File: src/rtl/sd_wp_debounce.sv
// SD write-protect switch synchronizer and debouncer with an Avalon-MM status port.
// Define SD_WP_IRQ_EN to build in the edge-capture, mask and interrupt registers.
module sd_wp_debounce #(
    parameter int unsigned DEBOUNCE_CYCLES = 50000
) (
    input  logic        clk,
    input  logic        reset_n,
    input  logic        wp_pin_in,
    input  logic [1:0]  address,
    input  logic        chipselect,
    input  logic        write_n,
    input  logic [31:0] writedata,
    output logic [31:0] readdata,
    output logic        wp_clean,
    output logic        irq
);

    localparam int unsigned CNT_W = $clog2(DEBOUNCE_CYCLES);
    localparam logic [CNT_W-1:0] CNT_LAST = CNT_W'(DEBOUNCE_CYCLES - 1);

    typedef enum logic {StStable, StCount} state_e;

    state_e           state_q, state_d;
    logic [1:0]       sync_q;
    logic             wp_sync;
    logic [CNT_W-1:0] cnt_q;
    logic             wp_clean_q;
    logic             differ, cnt_last;
    logic             in_count, accept, rise_pulse, fall_pulse;
    logic [1:0]       capture, mask;
    logic [31:0]      rd_d;

    assign wp_sync  = sync_q[1];
    assign wp_clean = wp_clean_q;
    assign differ   = wp_sync != wp_clean_q;
    assign cnt_last = cnt_q == CNT_LAST;

    always_ff @(posedge clk or negedge reset_n) begin
        if (!reset_n) begin
            sync_q <= 2'b00;
        end else begin
            sync_q <= {sync_q[0], wp_pin_in};
        end
    end

    always_ff @(posedge clk or negedge reset_n) begin
        if (!reset_n) begin
            state_q <= StStable;
        end else begin
            state_q <= state_d;
        end
    end

    always_comb begin
        state_d = state_q;
        unique case (state_q)
            StStable: if (differ) state_d = StCount;
            StCount:  if (!differ || cnt_last) state_d = StStable;
            default:  state_d = StStable;
        endcase
    end

    always_comb begin
        in_count   = state_q == StCount;
        accept     = in_count && differ && cnt_last;
        rise_pulse = accept && wp_sync;
        fall_pulse = accept && !wp_sync;
    end

    // Counter saturates at CNT_LAST: acceptance leaves COUNT on that same edge.
    always_ff @(posedge clk or negedge reset_n) begin
        if (!reset_n) begin
            cnt_q      <= '0;
            wp_clean_q <= 1'b0;
        end else begin
            if (state_q == StStable) begin
                if (differ) cnt_q <= '0;
            end else if (differ && !cnt_last) begin
                cnt_q <= cnt_q + 1'b1;
            end
            if (accept) wp_clean_q <= wp_sync;
        end
    end

`ifdef SD_WP_IRQ_EN
    logic       wr;
    logic [1:0] capture_q, capture_d, mask_q;
    logic       irq_q;
    logic       unused_wdata;

    assign wr           = chipselect && !write_n;
    assign unused_wdata = ^writedata[31:2];

    // Clear first, then set, so a coincident edge pulse wins over a W1C.
    always_comb begin
        capture_d = capture_q;
        if (wr && address == 2'd1) capture_d = capture_d & ~writedata[1:0];
        capture_d = capture_d | {fall_pulse, rise_pulse};
    end

    always_ff @(posedge clk or negedge reset_n) begin
        if (!reset_n) begin
            capture_q <= 2'b00;
            mask_q    <= 2'b00;
            irq_q     <= 1'b0;
        end else begin
            capture_q <= capture_d;
            if (wr && address == 2'd2) mask_q <= writedata[1:0];
            irq_q <= |(capture_q & mask_q);
        end
    end

    assign capture = capture_q;
    assign mask    = mask_q;
    assign irq     = irq_q;
`else
    logic unused_bus;

    assign unused_bus = ^{writedata, chipselect, write_n, rise_pulse, fall_pulse};
    assign capture    = 2'b00;
    assign mask       = 2'b00;
    assign irq        = 1'b0;
`endif

    always_comb begin
        rd_d = '0;
        unique case (address)
            2'd0: rd_d[1:0] = {wp_sync, wp_clean_q};
            2'd1: rd_d[1:0] = capture;
            2'd2: rd_d[1:0] = mask;
            2'd3: rd_d[0]   = in_count;
            default: rd_d = '0;
        endcase
    end

    always_ff @(posedge clk or negedge reset_n) begin
        if (!reset_n) begin
            readdata <= '0;
        end else begin
            readdata <= rd_d;
        end
    end

endmodule
File: config.mk
export PLATFORM = sky130hd
export DESIGN_NAME = sd_wp_debounce
export DESIGN_NICKNAME = d
export VERILOG_FILES = /design/src/rtl/sd_wp_debounce.sv
export SDC_FILE = /design/constraint.sdc
export NUM_CORES = 1
export LEC_CHECK = 0
export CORE_MARGIN = 3
export CORE_UTILIZATION = 43
export DETAILED_ROUTE_END_ITERATION = 6
export GPL_ROUTABILITY_DRIVEN = 0
export PLACE_DENSITY_LB_ADDON = 0.05
export SLEW_MARGIN = 0
export SYNTH_ARGS = -nofsm -noshare
export SYNTH_HDL_FRONTEND = slang
export SYNTH_SLANG_ARGS = --single-unit
File: constraint.sdc
create_clock -name clk -period 4.5 [get_ports clk]
set_clock_uncertainty 0.2 [all_clocks]
set_input_delay 1.125 -clock clk [delete_from_list [all_inputs] [get_ports clk]]
set_output_delay 1.125 -clock clk [all_outputs]
set_load 0.05 [all_outputs]
After elaboration in Yosys (flattened, before gate mapping)

Cells that the tools add are included.
W data, S select, Z words.

Bits in registers: 22
Latch bits: 0
Memory bits (writable): 0
Bits in read-only memories: 0
Bits of input ports: 39
Logic and storage cells: 31
Memories: 0

Add/subtract/negate cells: 1
$mul: 0
Div/mod/pow operators: 0
$lt $le $gt $ge: 0
Equal/unequal tests: 6
Shift operators: 0
Muxes and demuxes: 8
Bitwise operators: 1
Reductions and logical operators: 10

Operator list:

| kind                    | number |
|---|---|
| $mux W16                | 3 |
| $add A16 B1 Y16 const B | 1 |
| $eq A16 B16 Y1 const B  | 1 |
| $eq A2 B2 Y1 const B    | 2 |
| $logic_and A1 B1 Y1     | 3 |
| $mux W1                 | 3 |
| $pmux W1 S3             | 1 |
| $eq A2 B1 Y1 const B    | 1 |
| $logic_not A1 Y1        | 2 |
| $logic_not A2 Y1        | 1 |
| $ne A2 B1 Y1 const B    | 1 |
| $pmux W1 S2             | 1 |
| $reduce_and A2 Y1       | 1 |
| $reduce_bool A2 Y1      | 1 |
| $reduce_or A2 Y1        | 1 |
| $logic_or A1 B1 Y1      | 1 |
| $ne A1 B1 Y1            | 1 |
| $not A1 Y1              | 1 |

Logic depth before layout (Yosys ltp)

Gate-level depths: netlist (run 1).

Depth in word-level cells: 5
Depth in mapped cells: 6
Mapped depth without buffers: 5

Worst setup path before layout (run 1)

Ideal clock, no wire load.

Path type: register -> output
From: register wp_clean_q, in the netlist wp_clean
To: output port wp_clean
Arrival: 0.637 ns
Path slack: 2.538 ns
Cell stages (with the launch flop): 1
Path buffers: 0
Path through: dfrtp_1

RTL lines:

| item                   | RTL line | source |
|---|---|---|
| from (decl)            | 27       | `logic wp_clean_q;` |
| from (signal assigned) | 81       | `if (accept) wp_clean_q <= wp_sync;` |
| to (decl)              | 14       | `output logic wp_clean,` |

No word-level cell between the ends.

Worst setup path after layout (run 1)

From: register wp_clean_q, in the netlist wp_clean
To: output port wp_clean

No word-level cell between the ends.

==> results by stage, run 1 <==
Status:
- The flow ran to the end, and the final reports show no timing, DRC or antenna violations.

Clocking:
- The depth of the CTS H-tree is 1.
- The number of buffers inserted to repair setup after CTS is 0.
- TritonCTS created 3 clock buffers.
- The count of instances resized after the clock tree is built is 0.
- The number of buffers inserted by hold repair at cts is 0.
- The longest clock path from root to sink contains 2 buffers.
- The CTS tree is yes.
- At the later pin of the worst-skew pair, clock insertion delay measures 0.31 ns.
- Counting every sink on the clock net gives 22.
- Clock-pin slew was measured on the worst setup and hold paths at 0.14 ns.
- The tree is rooted in a sky130_fd_sc_hd__clkbuf_4.

Floorplan:
- The die covers between 0.004 and 0.005 mm^2.
- The total area inside the core boundary comes to ~0.0031 mm^2.
- The floorplan die width is 63.8 um.
- The die is between 60 and 70 um tall.
- After floorplanning, the core was divided into 20 placement rows.
- The boundary pin count is 73.
- For this configuration, the core starts out at a cell density of 0.459.

Setup path:
- Data arrives at the worst endpoint at around 1.6 ns.
- The buffers plus inverters on the worst setup path is 1.
- The critical path goes through clkdlybuf4s50_1.
- The critical path capture point type is an output pin.
- For the worst setup path, the data required time is 3.17 ns.
- The worst reg-to-reg setup slack is between 2 and 2.5 ns.
- The number of cells on the worst reg-to-reg path is 4.
- The top fanout value on the critical path is 4.
- The setup path with the least slack is of type flip-flop to output pin.
- The critical path's largest stage delay is a little over 0.8 ns.
- The destination of the worst register-to-register timing path is cnt_q[5]$_DFFE_PN0P_.
- STA classifies the critical path startpoint as a flip-flop.
- In this design, the largest share of critical-path delay is due to buffers and inverters.
- The critical-path cell with the highest stage delay is sky130_fd_sc_hd__clkdlybuf4s50_1.
- The startpoint of the most critical register-to-register path is in_count$_DFF_PN0_.

Final layout:
- 0 antenna diodes ended up in the layout.
- Summing all multi-input logic gate instances after layout gives between 700 and 800 um^2.
- The area growth from synthesis to layout is 2.35%.
- Once layout is done, the placed cells without fillers occupy about 0.0015 mm^2.
- The layout has slightly below 300 filler cells.
- In the final layout, the share of cells above drive strength 1 is 0.0610.
- After the last flow step, the layout net total stands at between 200 and 250.
- Leaving out fill and tap cells, the most frequent cell in the layout is sky130_fd_sc_hd__conb_1.
- The area taken by flip-flops and latches is around 550 um^2.
- The top cell types in the final layout, fill and taps aside, are sky130_fd_sc_hd__conb_1 (31), sky130_fd_sc_hd__dfrtp_1 (22), sky130_fd_sc_hd__a31oi_1 (11).

Min path:
- The terminating pin of the worst hold path is sync_q[1]$_DFF_PN0_.
- The worst min-delay path class is flip-flop to flip-flop.
- The startpoint identified for the worst hold timing path is sync_q[0]$_DFF_PN0_.
- Counting instances, the worst hold path has a depth of 0.

Power:
- The leakage dissipation is 0.649 nW.
- The worst voltage drop across the vdd grid is 144 uV.
- The power per unit of standard cell area is 319 mW/mm^2.

Synthesis:
- The warning count from the yosys run is 0.
- The largest total area in the synthesized netlist belongs to sky130_fd_sc_hd__dfrtp_1.
- The synthesized design contains 0 enable-type register cells.
- The share of synthesized area in the top cell type comes to 0.384.
- Among all flip-flop cells after synthesis, the most frequent one is sky130_fd_sc_hd__dfrtp_1.
- The mean area per synthesized cell is 9.03 um^2.
- In the post-synthesis netlist, the biggest area contributors are sky130_fd_sc_hd__dfrtp_1 (38%), sky130_fd_sc_hd__buf_4 (17%), sky130_fd_sc_hd__a31oi_1 (4.8%).
- The post-synthesis sequential area ratio is 0.384.
- Synthesis produced a netlist whose cell count is 159.
- The number of different library cells used by synthesis comes to 44.
- The post-synthesis cell area is 0.00144 mm^2.
- Counting flops with an async set or reset pin after synthesis yields a share of 1.00.
- In this run, synthesis produced a sequential element count of 22.

STA:
- In the post-route analysis, the smallest setup slack over all paths is between 1.5 and 2 ns.
- The number of setup violations in the final report is 0.
- The relative max-transition margin is 0.315.
- Static timing analysis puts the maximum clock frequency at 0.348 GHz.
- Setup repair after global routing left no endpoint under its margin.
- The smallest clock period supported by the final layout is computed as around 2.9 ns.
- The number of endpoints with negative hold slack in the final report was 0.
- In the finished design, the share of the clock period the worst path needs comes to 0.638.
- For the pin with the worst max-slew slack, the measured transition is between 1 and 1.5 ns.
- For the final routed database, the setup TNS stands at 0 ns.
- The final hold slack is between 0.15 and 0.2 ns.
- The number of max-slew violations in the final report is 0.

Routing:
- The routed wire length on met3 is 164 um.
- The highest metal layer carrying signal wires in the routed design is met4.
- The final route contains around 1,100 vias.
- After detailed routing, the number of remaining DRC violations is 0.
- The detailed-routing iteration count for the pre-antenna-repair pass is 4.
- The met1 layer wirelength in the final routing is roughly 1400 um.
- The first routing iteration left 31 violations.
- The total wire length after detailed routing is 2990 um.
- The detail-routed net length per standard cell is ~14 um.
- In this run the remaining antenna-violating nets after routing total 0.
- In the detailed route, the total length drawn on met2 is about 1400 um.
- Using the TritonRoute via totals, the vias-per-cell ratio works out to 5.33.

Job:
- The total of max-cap violations is 0.

Global routing:
- The largest net degree at the start of global routing is 23.
- Across every metal layer, demand over resource in global routing totals 0.151.
- Global routing finished with a remaining overflow of 0.
- The first global-routing pass estimated between 4000 and 5000 um of wire.
- The number of global-route vias before repair came to about 1,100.
- The number of antenna violations at the first check in global routing was 0.

Placement:
- The number of port buffers is 7.
- The pre-CTS setup slack is 1.89 ns.
- Summing all placed instances gives a cell area of approximately 0.0014 mm^2.
- Detailed placement ended at an HPWL of ~2100 um.
==> worst max-delay path by stage <==
stage / from / endpoint / slack, ns / depth (start not counted)
after floorplan: wp_clean$_DFFE_PN0P_ / wp_clean / 2.54 / 0
after global placement: reset_n / cnt_q[1]$_DFFE_PN0P_ / 1.91 / 1
after detailed placement: reset_n / cnt_q[1]$_DFFE_PN0P_ / 1.89 / 1
after CTS: wp_clean$_DFFE_PN0P_ / wp_clean / 1.61 / 1
after global routing: wp_clean$_DFFE_PN0P_ / wp_clean / 1.57 / 1
final: wp_clean$_DFFE_PN0P_ / wp_clean / 1.63 / 1
==> per-layer routing <==
layer	up-vias	track usage
met1	529	0.206
met5	-	0
met2	40	0.249
met3	2	0.0211
met4	0	0.0431
li1	538	-
==> stage by stage <==
stage               instances  utilization  power [mW]
floorplan                 189            -       0.321
global placement          204        0.453       0.314
detailed placement        204        0.453       0.315
CTS                       208        0.470       0.473
global route              208        0.470       0.488
finish                    208        0.470       0.468
==> logic make-up after synthesis <==
group / count (synthesis) / synth area share
simple gates: 58 / 0.238
buf+inv: 39 / 0.189
compound gates: 36 / 0.164
flops: 22 / 0.384
fa+ha+maj: 1 / 0.00872
other cells: 1 / 0.00261
xor+xnor: 1 / 0.00610
mux: 1 / 0.00785
==> power breakdown <==
part	total (mW)	switching [mW]	internal [mW]	leakage [nW]
Combinational	0.0908	0.0768	0.0140	0.324
Sequential	0.221	0.0145	0.206	0.297
Clock	0.157	0.0666	0.0900	0.0279
==> layout make-up <==
class                      count  share of cell area
multi-input combinational    128               0.494
sequential                    22               0.375
timing repair buffer           8              0.0528
tap                           44              0.0375
clock inverter                 1              0.0204
clock buffer                   3              0.0153
inverter                       2             0.00511
==> flip-flops by register name, summed over array words and instances (netlist names) <==
register and flops:
in_count 1, cnt_q 16, sync_q 2, wp_clean 1
readdata 2
==> cell usage after synthesis (2+ instances only) <==
master                     number
sky130_fd_sc_hd__nand2_1       10
sky130_fd_sc_hd__o31ai_1        3
sky130_fd_sc_hd__buf_4         32
sky130_fd_sc_hd__nor2_1         7
sky130_fd_sc_hd__nand3_1        9
sky130_fd_sc_hd__nor4_1         2
sky130_fd_sc_hd__o21ai_0        8
sky130_fd_sc_hd__or4_1          2
sky130_fd_sc_hd__o41ai_1        3
sky130_fd_sc_hd__dfrtp_1       22
sky130_fd_sc_hd__a21oi_1        3
sky130_fd_sc_hd__buf_2          3
sky130_fd_sc_hd__and3_1         3
sky130_fd_sc_hd__and4_1         2
sky130_fd_sc_hd__o21a_1         2
sky130_fd_sc_hd__nand4_1        4
sky130_fd_sc_hd__nor2b_1        2
sky130_fd_sc_hd__nor3_1         4
sky130_fd_sc_hd__inv_1          2
sky130_fd_sc_hd__a31oi_1       11
sky130_fd_sc_hd__nand2b_1       2
(Power assumes the default switching activity.)
==> inputs of run 2 (changes only) <==
--- a/config.mk
+++ b/config.mk
@@ -6,7 +6,7 @@
 export NUM_CORES = 1
 export LEC_CHECK = 0
 export CORE_MARGIN = 3
-export CORE_UTILIZATION = 43
+export CORE_UTILIZATION = 40
 export DETAILED_ROUTE_END_ITERATION = 6
 export GPL_ROUTABILITY_DRIVEN = 0
 export PLACE_DENSITY_LB_ADDON = 0.05
==> constraint.sdc (replaced) <==
create_clock -name clk -period 2.8 [get_ports clk]
set_clock_uncertainty 0.2 [all_clocks]
set_input_delay 0.7 -clock clk [delete_from_list [all_inputs] [get_ports clk]]
set_output_delay 0.7 -clock clk [all_outputs]
set_load 0.05 [all_outputs]
==> run 2 against run 1 <==
Against the previous run: final area increased by 0.60%; total power increased by 46%; via count increased by 2.7%; register-to-register slack got worse by 1.5 ns; critical path type unchanged; critical endpoint unchanged; largest power group unchanged; highest routed layer unchanged.
==> results by stage, run 2 (same netlist as run 1, synthesis figures left out) <==
Status:
- The run finished with clean final reports.

Min path:
- The number of cells on the worst hold path is 0.
- The terminating pin of the worst hold path is sync_q[1]$_DFF_PN0_.
- The worst min-delay path class is flip-flop to flip-flop.
- The launch point of the worst hold path is sync_q[0]$_DFF_PN0_.

Setup path:
- The number of cells on the worst reg-to-reg path is 5.
- Across all register-to-register paths, the minimum setup slack is 0.60 ns.
- In this run the critical register-to-register path is launched from cnt_q[0]$_DFFE_PN0P_.
- The type of origin of the critical path is a flip-flop.
- The endpoint identified for the worst register-to-register timing path is cnt_q[9]$_DFFE_PN0P_.
- The critical path's largest stage delay is 0.82 ns.
- The kind of cell with the highest combined delay along the critical path is buffers and inverters.
- The top fanout value on the critical path is 4.
- The critical path capture point type is an output pin.
- The data required time of the critical path is between 1.5 and 2 ns.
- The critical path goes through clkdlybuf4s50_1.
- The critical-path cell with the highest stage delay is sky130_fd_sc_hd__clkdlybuf4s50_1.
- At the worst endpoint, the arrival time is between 1.5 and 2 ns.
- The buffers plus inverters on the worst setup path is 1.
- The class of the most critical setup path is flip-flop to output pin.

Routing:
- The total wire length after detailed routing is approximately 3000 um.
- The antenna violation net count after detailed routing is 0.
- The starting DRC count in detailed routing is 85.
- The post-route DRC violation count is 0.
- Using the TritonRoute via totals, the vias-per-cell ratio works out to about 5.3.
- The pre-antenna-repair detailed-routing pass consisted of 4 iterations.
- The via total after detailed routing is between 1,000 and 1,500.
- The detail-routed net length per standard cell is ~14 um.

STA:
- The peak clock frequency supported by timing is 0.407 GHz.
- The number of setup violations in the final report is 0.
- Setup repair after global routing left no endpoint under its margin.
- The shortest clock period the worst path allows after layout is 2.45 ns.
- The number of endpoints with negative hold slack in the final report was 0.
- The transition time at the pin with the least slew margin is about 0.56 ns.
- Adding up every negative setup slack in the final design gives 0 ns.
- The relative max-transition margin is 0.624.
- Dividing the final minimum period by the clock period gives 0.877.
- The post-layout worst setup margin is ~0.35 ns.
- The number of max-slew violations in the final report is 0.
- The final hold slack is ~0.17 ns.

Clocking:
- The tree built by TritonCTS fans out to 22 sinks.
- The number of setup buffers added after CTS is 0.
- The clock-pin slew of the registers on the worst-case setup and hold paths is between 0.1 and 0.15 ns.
- The clock buffer count from CTS is 3.
- TritonCTS built the clock tree.
- The number of buffers inserted by hold repair at cts is 0.
- The clock tree root driver cell is sky130_fd_sc_hd__clkbuf_4.
- CTS built an H-tree with a depth of 1.
- Post-CTS repair changed the size of 0 cells.
- The maximum clock insertion buffer count is 2.
- The insertion delay of the later-clocked pin in the worst-skew pair is a little over 0.3 ns.

Final layout:
- The library cells used most frequently in the layout, excluding fill and tap cells, are sky130_fd_sc_hd__conb_1 (31), sky130_fd_sc_hd__dfrtp_1 (22), sky130_fd_sc_hd__a31oi_1 (11).
- The finished cells cover 0.00148 mm^2.
- The utilization after layout is 0.436.
- The proportion of layout cells with a drive suffix above 1 is 0.0778.
- For this run, the post-layout net count is 208.
- The register ranked first by flip-flop count is cnt_q.
- The number of inserted filler cells in the final layout is 334.
- The library cell used most frequently in the layout, excluding fill and tap cells, is sky130_fd_sc_hd__conb_1.
- The register with the most flip-flops in the layout has 16 of them.
- The final non-filler cell total is ~210.
- The area growth from synthesis to layout is 2.96%.
- The repair_antennas step left the layout with diodes totalling 0.
- The largest registers in the layout are cnt_q (16), readdata (2), sync_q (2).

Global routing:
- The number of antenna violations at the first check in global routing is 0.
- The overall overflow remaining after global route is 0.
- The first global-routing pass estimated 5090 um of wire.
- The largest net degree at the start of global routing is 23.
- The all-layer global routing usage is 0.150.
- The number of global-route vias before repair is roughly 1,100.

Floorplan:
- The area of the placeable core is ~0.0034 mm^2.
- The total number of placement rows is 21.
- The boundary pin count is 73.
- For this configuration, the core starts out at a cell density of 0.423.
- In this run the horizontal extent of the chip is around 66 um.
- The die is around 66 um tall.
- The die covers ~0.0043 mm^2.

Power:
- In this run the power spent charging and discharging nets is between 0.2 and 0.25 mW.
- Of the total power, the share spent switching nets is 0.364.
- The internal power of the cells totals around 0.44 mW.
- The worst-case IR drop observed on VDD is between 150 and 200 uV.
- The power share of the sequential group is 0.515.
- The portion of total power attributed to the clock network is 0.265.
- The share of total power dissipated in combinational logic is 0.220.
- The total power is 0.686 mW.
- The analysis attributes to cell leakage a power of 0.657 nW.
- Dividing total power by cell area gives a power density of 464 mW/mm^2.

Placement:
- The pre-CTS setup slack is roughly 0.61 ns.
- The number of port buffers is 7.
- The final HPWL from detailed placement is 2120 um.
- The placed instance count is around 210.
- The placed instances occupy a cell area of 0.00144 mm^2.

Job:
- Across the run, the number of max-cap violations was 0.
[run 2: cell count changes in the layout (fill, tap and decap cells not counted), sizes merged]
cell	delta
buf	+3
clkbuf	+1
bufinv	-1
[run 2: final cells by class]
class | instances | area (um^2) | share of cell area
multi-input cells | 128 | 726 | 0.491
flip-flops and latches | 22 | 551 | 0.373
repair buffers | 11 | 100 | 0.0677
well taps | 46 | 57.6 | 0.0389
clock buffers | 4 | 36.3 | 0.0246
inverters | 2 | 7.51 | 0.00508
[run 2: power groups by stage]
stage / logic, mW / registers (mW) / clock network (mW)
after floorplan: 0.164 / 0.353 / 0
after global placement: 0.150 / 0.358 / 0
after detailed placement: 0.150 / 0.359 / 0
after CTS: 0.151 / 0.353 / 0.188
after global routing: 0.162 / 0.355 / 0.204
final: 0.151 / 0.353 / 0.182
[run 2: worst max path at each step]
stage                                    start                     to  cells after the start
after floorplan           wp_clean$_DFFE_PN0P_  cnt_q[11]$_DFFE_PN0P_                      5
after global placement    cnt_q[0]$_DFFE_PN0P_   cnt_q[5]$_DFFE_PN0P_                      5
after detailed placement  cnt_q[0]$_DFFE_PN0P_   cnt_q[5]$_DFFE_PN0P_                      5
after CTS                 wp_clean$_DFFE_PN0P_               wp_clean                      1
after global routing      wp_clean$_DFFE_PN0P_               wp_clean                      1
final                     wp_clean$_DFFE_PN0P_               wp_clean                      1
[run 2: per-layer routing]
metal | up-vias | wire length, um | share of wire | track usage
li1 | 543 | - | - | -
met1 | 560 | 1390 | 0.47 | 0.208
met2 | 34 | 1410 | 0.48 | 0.238
met3 | 2 | 134 | 0.045 | 0.0204
met4 | 0 | 16 | 0.0054 | 0.0544
met5 | - | 0 | 0 | 0
[run 2: worst register-to-register path, delay by kind of cell (launching register included)]
kind / cells / cell delay (ns)
adder cells (fa/ha/maj): 1 / 0.27
flip-flops: 1 / 0.45
AND/OR/NAND/NOR: 3 / 0.81
AO/OA/AOI/OAI: 1 / 0.37
==> inputs of run 3 (changes only) <==
--- a/config.mk
+++ b/config.mk
@@ -6,7 +6,8 @@
 export NUM_CORES = 1
 export LEC_CHECK = 0
 export CORE_MARGIN = 3
-export CORE_UTILIZATION = 40
+export CORE_UTILIZATION = 41
+export CTS_BUF_LIST = sky130_fd_sc_hd__clkbuf_2
 export DETAILED_ROUTE_END_ITERATION = 6
 export GPL_ROUTABILITY_DRIVEN = 0
 export PLACE_DENSITY_LB_ADDON = 0.05
==> run 3 against run 2 <==
Against the previous run: wire length is 3.6% higher; first-iteration DRC count down 49%; count of clock-buffer cells in the layout is 1 lower; highest routed layer unchanged.
==> results by stage, run 3 (same netlist as run 1, synthesis figures left out) <==
Status:
- The run finished with clean final reports.

Setup path:
- The worst register-to-register path has a setup slack of roughly 0.53 ns.
- The number of cells on the worst reg-to-reg path is 5.
- The cell count along the critical path is 1.
- The data arrival at the endpoint of the critical path is 1.62 ns.
- The buffers plus inverters on the worst setup path is 1.
- On the worst path, the slowest cell contributes a delay of a little over 0.8 ns.
- On the critical path the largest part of the delay comes from buffers and inverters.
- The top fanout value on the critical path is 4.
- Among all stages on the critical path, the largest delay is contributed by sky130_fd_sc_hd__clkdlybuf4s50_1.
- Traced cell by cell, the critical path runs through clkdlybuf4s50_1.
- The type of origin of the critical path is a flip-flop.
- The critical path in this run is classified as flip-flop to output pin.
- The startpoint of the most critical register-to-register path is cnt_q[0]$_DFFE_PN0P_.
- The critical path capture point type is an output pin.
- Data on the critical path is required at its endpoint by 1.90 ns.
- The endpoint identified for the worst register-to-register timing path is cnt_q[5]$_DFFE_PN0P_.

Clocking:
- Buffers inserted during clock tree synthesis total 3.
- For this design, the CTS-stage hold fixing added 0 buffers.
- The number of setup buffers added after CTS is 0.
- The tree is rooted in a sky130_fd_sc_hd__clkbuf_2.
- The count of instances resized after the clock tree is built is 0.
- The insertion delay of the later-clocked pin in the worst-skew pair is 0.34 ns.
- The depth of the CTS H-tree is 1.
- The count of clock tree sinks is 22.
- After clock tree synthesis, the clock-pin slew on the worst setup and hold paths is between 0.2 and 0.25 ns.
- The maximum clock insertion buffer count is 2.
- TritonCTS built the clock tree.

Routing:
- The total wire length after detailed routing is approximately 3100 um.
- The via total after detailed routing is 1,133.
- The pre-antenna-repair detailed-routing pass consisted of 4 iterations.
- The post-route DRC violation count is 0.
- The detail-routed net length per standard cell is approximately 15 um.
- The starting DRC count in detailed routing is 43.
- The post-detailed-route via-to-cell ratio is between 5 and 6.
- The detail route stage leaves a number of antenna-violating nets equal to 0.

Final layout:
- The number of diodes added for antenna fixing is 0.
- For this run, the number of standard cells in the final layout without fillers is 210.
- The register with the most flip-flops in the layout has 16 of them.
- In the final layout, the registers with the most flip-flops are cnt_q (16), readdata (2), sync_q (2).
- Of the cells placed in the final design, the portion with a size suffix greater than 1 is 0.0723.
- The register with the most flip-flops in the final layout is cnt_q.
- After the last flow step, the layout net total stands at just over 200.
- Relative to the synthesized area, the layout overhead comes to 2.88%.
- The library cells used most frequently in the layout, excluding fill and tap cells, are sky130_fd_sc_hd__conb_1 (31), sky130_fd_sc_hd__dfrtp_1 (22), sky130_fd_sc_hd__a31oi_1 (11).
- Leaving out fill and tap cells, the most frequent cell in the layout is sky130_fd_sc_hd__conb_1.

Min path:
- The terminating pin of the worst hold path is sync_q[1]$_DFF_PN0_.
- The worst hold path passes through 0 cells.
- The launch point of the worst hold path is sync_q[0]$_DFF_PN0_.
- The worst min-delay path class is flip-flop to flip-flop.

Placement:
- The final HPWL from detailed placement is around 2200 um.
- The placed instance count is 206.
- The number of port buffers is 7.

Power:
- For this design the static power due to leakage is around 0.66 nW.
- The power per unit of standard cell area is around 500 mW/mm^2.
- Total power for the finished layout comes to 0.735 mW.
- The worst-case IR drop observed on VDD is 243 uV.

Job:
- Across the run, the number of max-cap violations was 0.

Floorplan:
- From bottom edge to top edge, the die measures 65.2 um.
- The boundary pin count is 73.
- Measured along the x axis, the die boundary spans around 65 um.
- The initial utilization of the core area, before any placement, comes to 0.448.
- After floorplanning, the core was sized to cover roughly 0.0032 mm^2.
- The floorplan has 20 rows.
- The die covers 0.00425 mm^2.

Global routing:
- The all-layer global routing usage is 0.154.
- The first-pass GRT wire length is between 5000 and 6000 um.
- The largest net degree at the start of global routing is 23.
- The number of antenna violations at the first check in global routing is 0.
- The number of global-route vias before repair is around 1,000.
- Global routing finished with a remaining overflow of 0.

STA:
- For this run, the top clock speed supported by timing is between 0.3 and 0.4 GHz.
- The shortest clock period the worst path allows after layout is about 2.5 ns.
- Setup repair after global routing left no endpoint under its margin.
- Adding up every negative setup slack in the final design gives 0 ns.
- The number of endpoints with negative hold slack in the final report came to 0.
- Setup violations remaining at the end of the flow were counted as 0.
- Headroom to the max-slew limit came out at 0.619.
- Of the available clock period, the critical path in the final layout requires 0.898.
- The number of max-slew violations in the final report came to 0.
- At the pin with the least slew margin, the transition time is between 0.5 and 0.6 ns.
==> run 3: cell type report <==
class | instances | area, um^2
Fill cell | 342 | 1730
Inverter | 2 | 7.51
Clock inverter | 1 | 30.0
Timing Repair Buffer | 10 | 92.6
Clock buffer | 3 | 15.0
Tap cell | 44 | 55.1
Multi-Input combinational cell | 128 | 726
Sequential cell | 22 | 551
==> run 3: stage by stage <==
stage / area (um^2) / setup slack [ns] / utilization / hold slack (ns)
2_1_floorplan: 1550 / 0.946 / - / 0.131
3_3_place_gp: 1430 / 0.578 / 0.447 / 0.132
3_5_place_dp: 1430 / 0.553 / 0.447 / 0.142
4_1_cts: 1480 / 0.256 / 0.461 / 0.191
5_1_grt: 1480 / 0.209 / 0.461 / 0.206
6_report: 1480 / 0.285 / 0.461 / 0.186
==> run 3: layer usage <==
metal,vias to the layer above,share of wire,track usage
li1,541,-,-
met1,546,0.44,0.209
met2,41,0.49,0.255
met3,5,0.050,0.0171
met4,0,0.017,0.0544
met5,-,0,0
==> run 3: worst max-delay path by stage <==
stage,startpoint,to
after floorplan,wp_clean$_DFFE_PN0P_,cnt_q[11]$_DFFE_PN0P_
after global placement,cnt_q[12]$_DFFE_PN0P_,cnt_q[7]$_DFFE_PN0P_
after detailed placement,cnt_q[0]$_DFFE_PN0P_,cnt_q[5]$_DFFE_PN0P_
after CTS,wp_clean$_DFFE_PN0P_,wp_clean
after global routing,wp_clean$_DFFE_PN0P_,wp_clean
final,wp_clean$_DFFE_PN0P_,wp_clean
==> run 3: power by group <==
group	internal (mW)	leakage, nW	switching [mW]	total, mW
Sequential	0.332	0.297	0.0229	0.355
Combinational	0.0244	0.334	0.125	0.149
Clock	0.123	0.0266	0.107	0.230
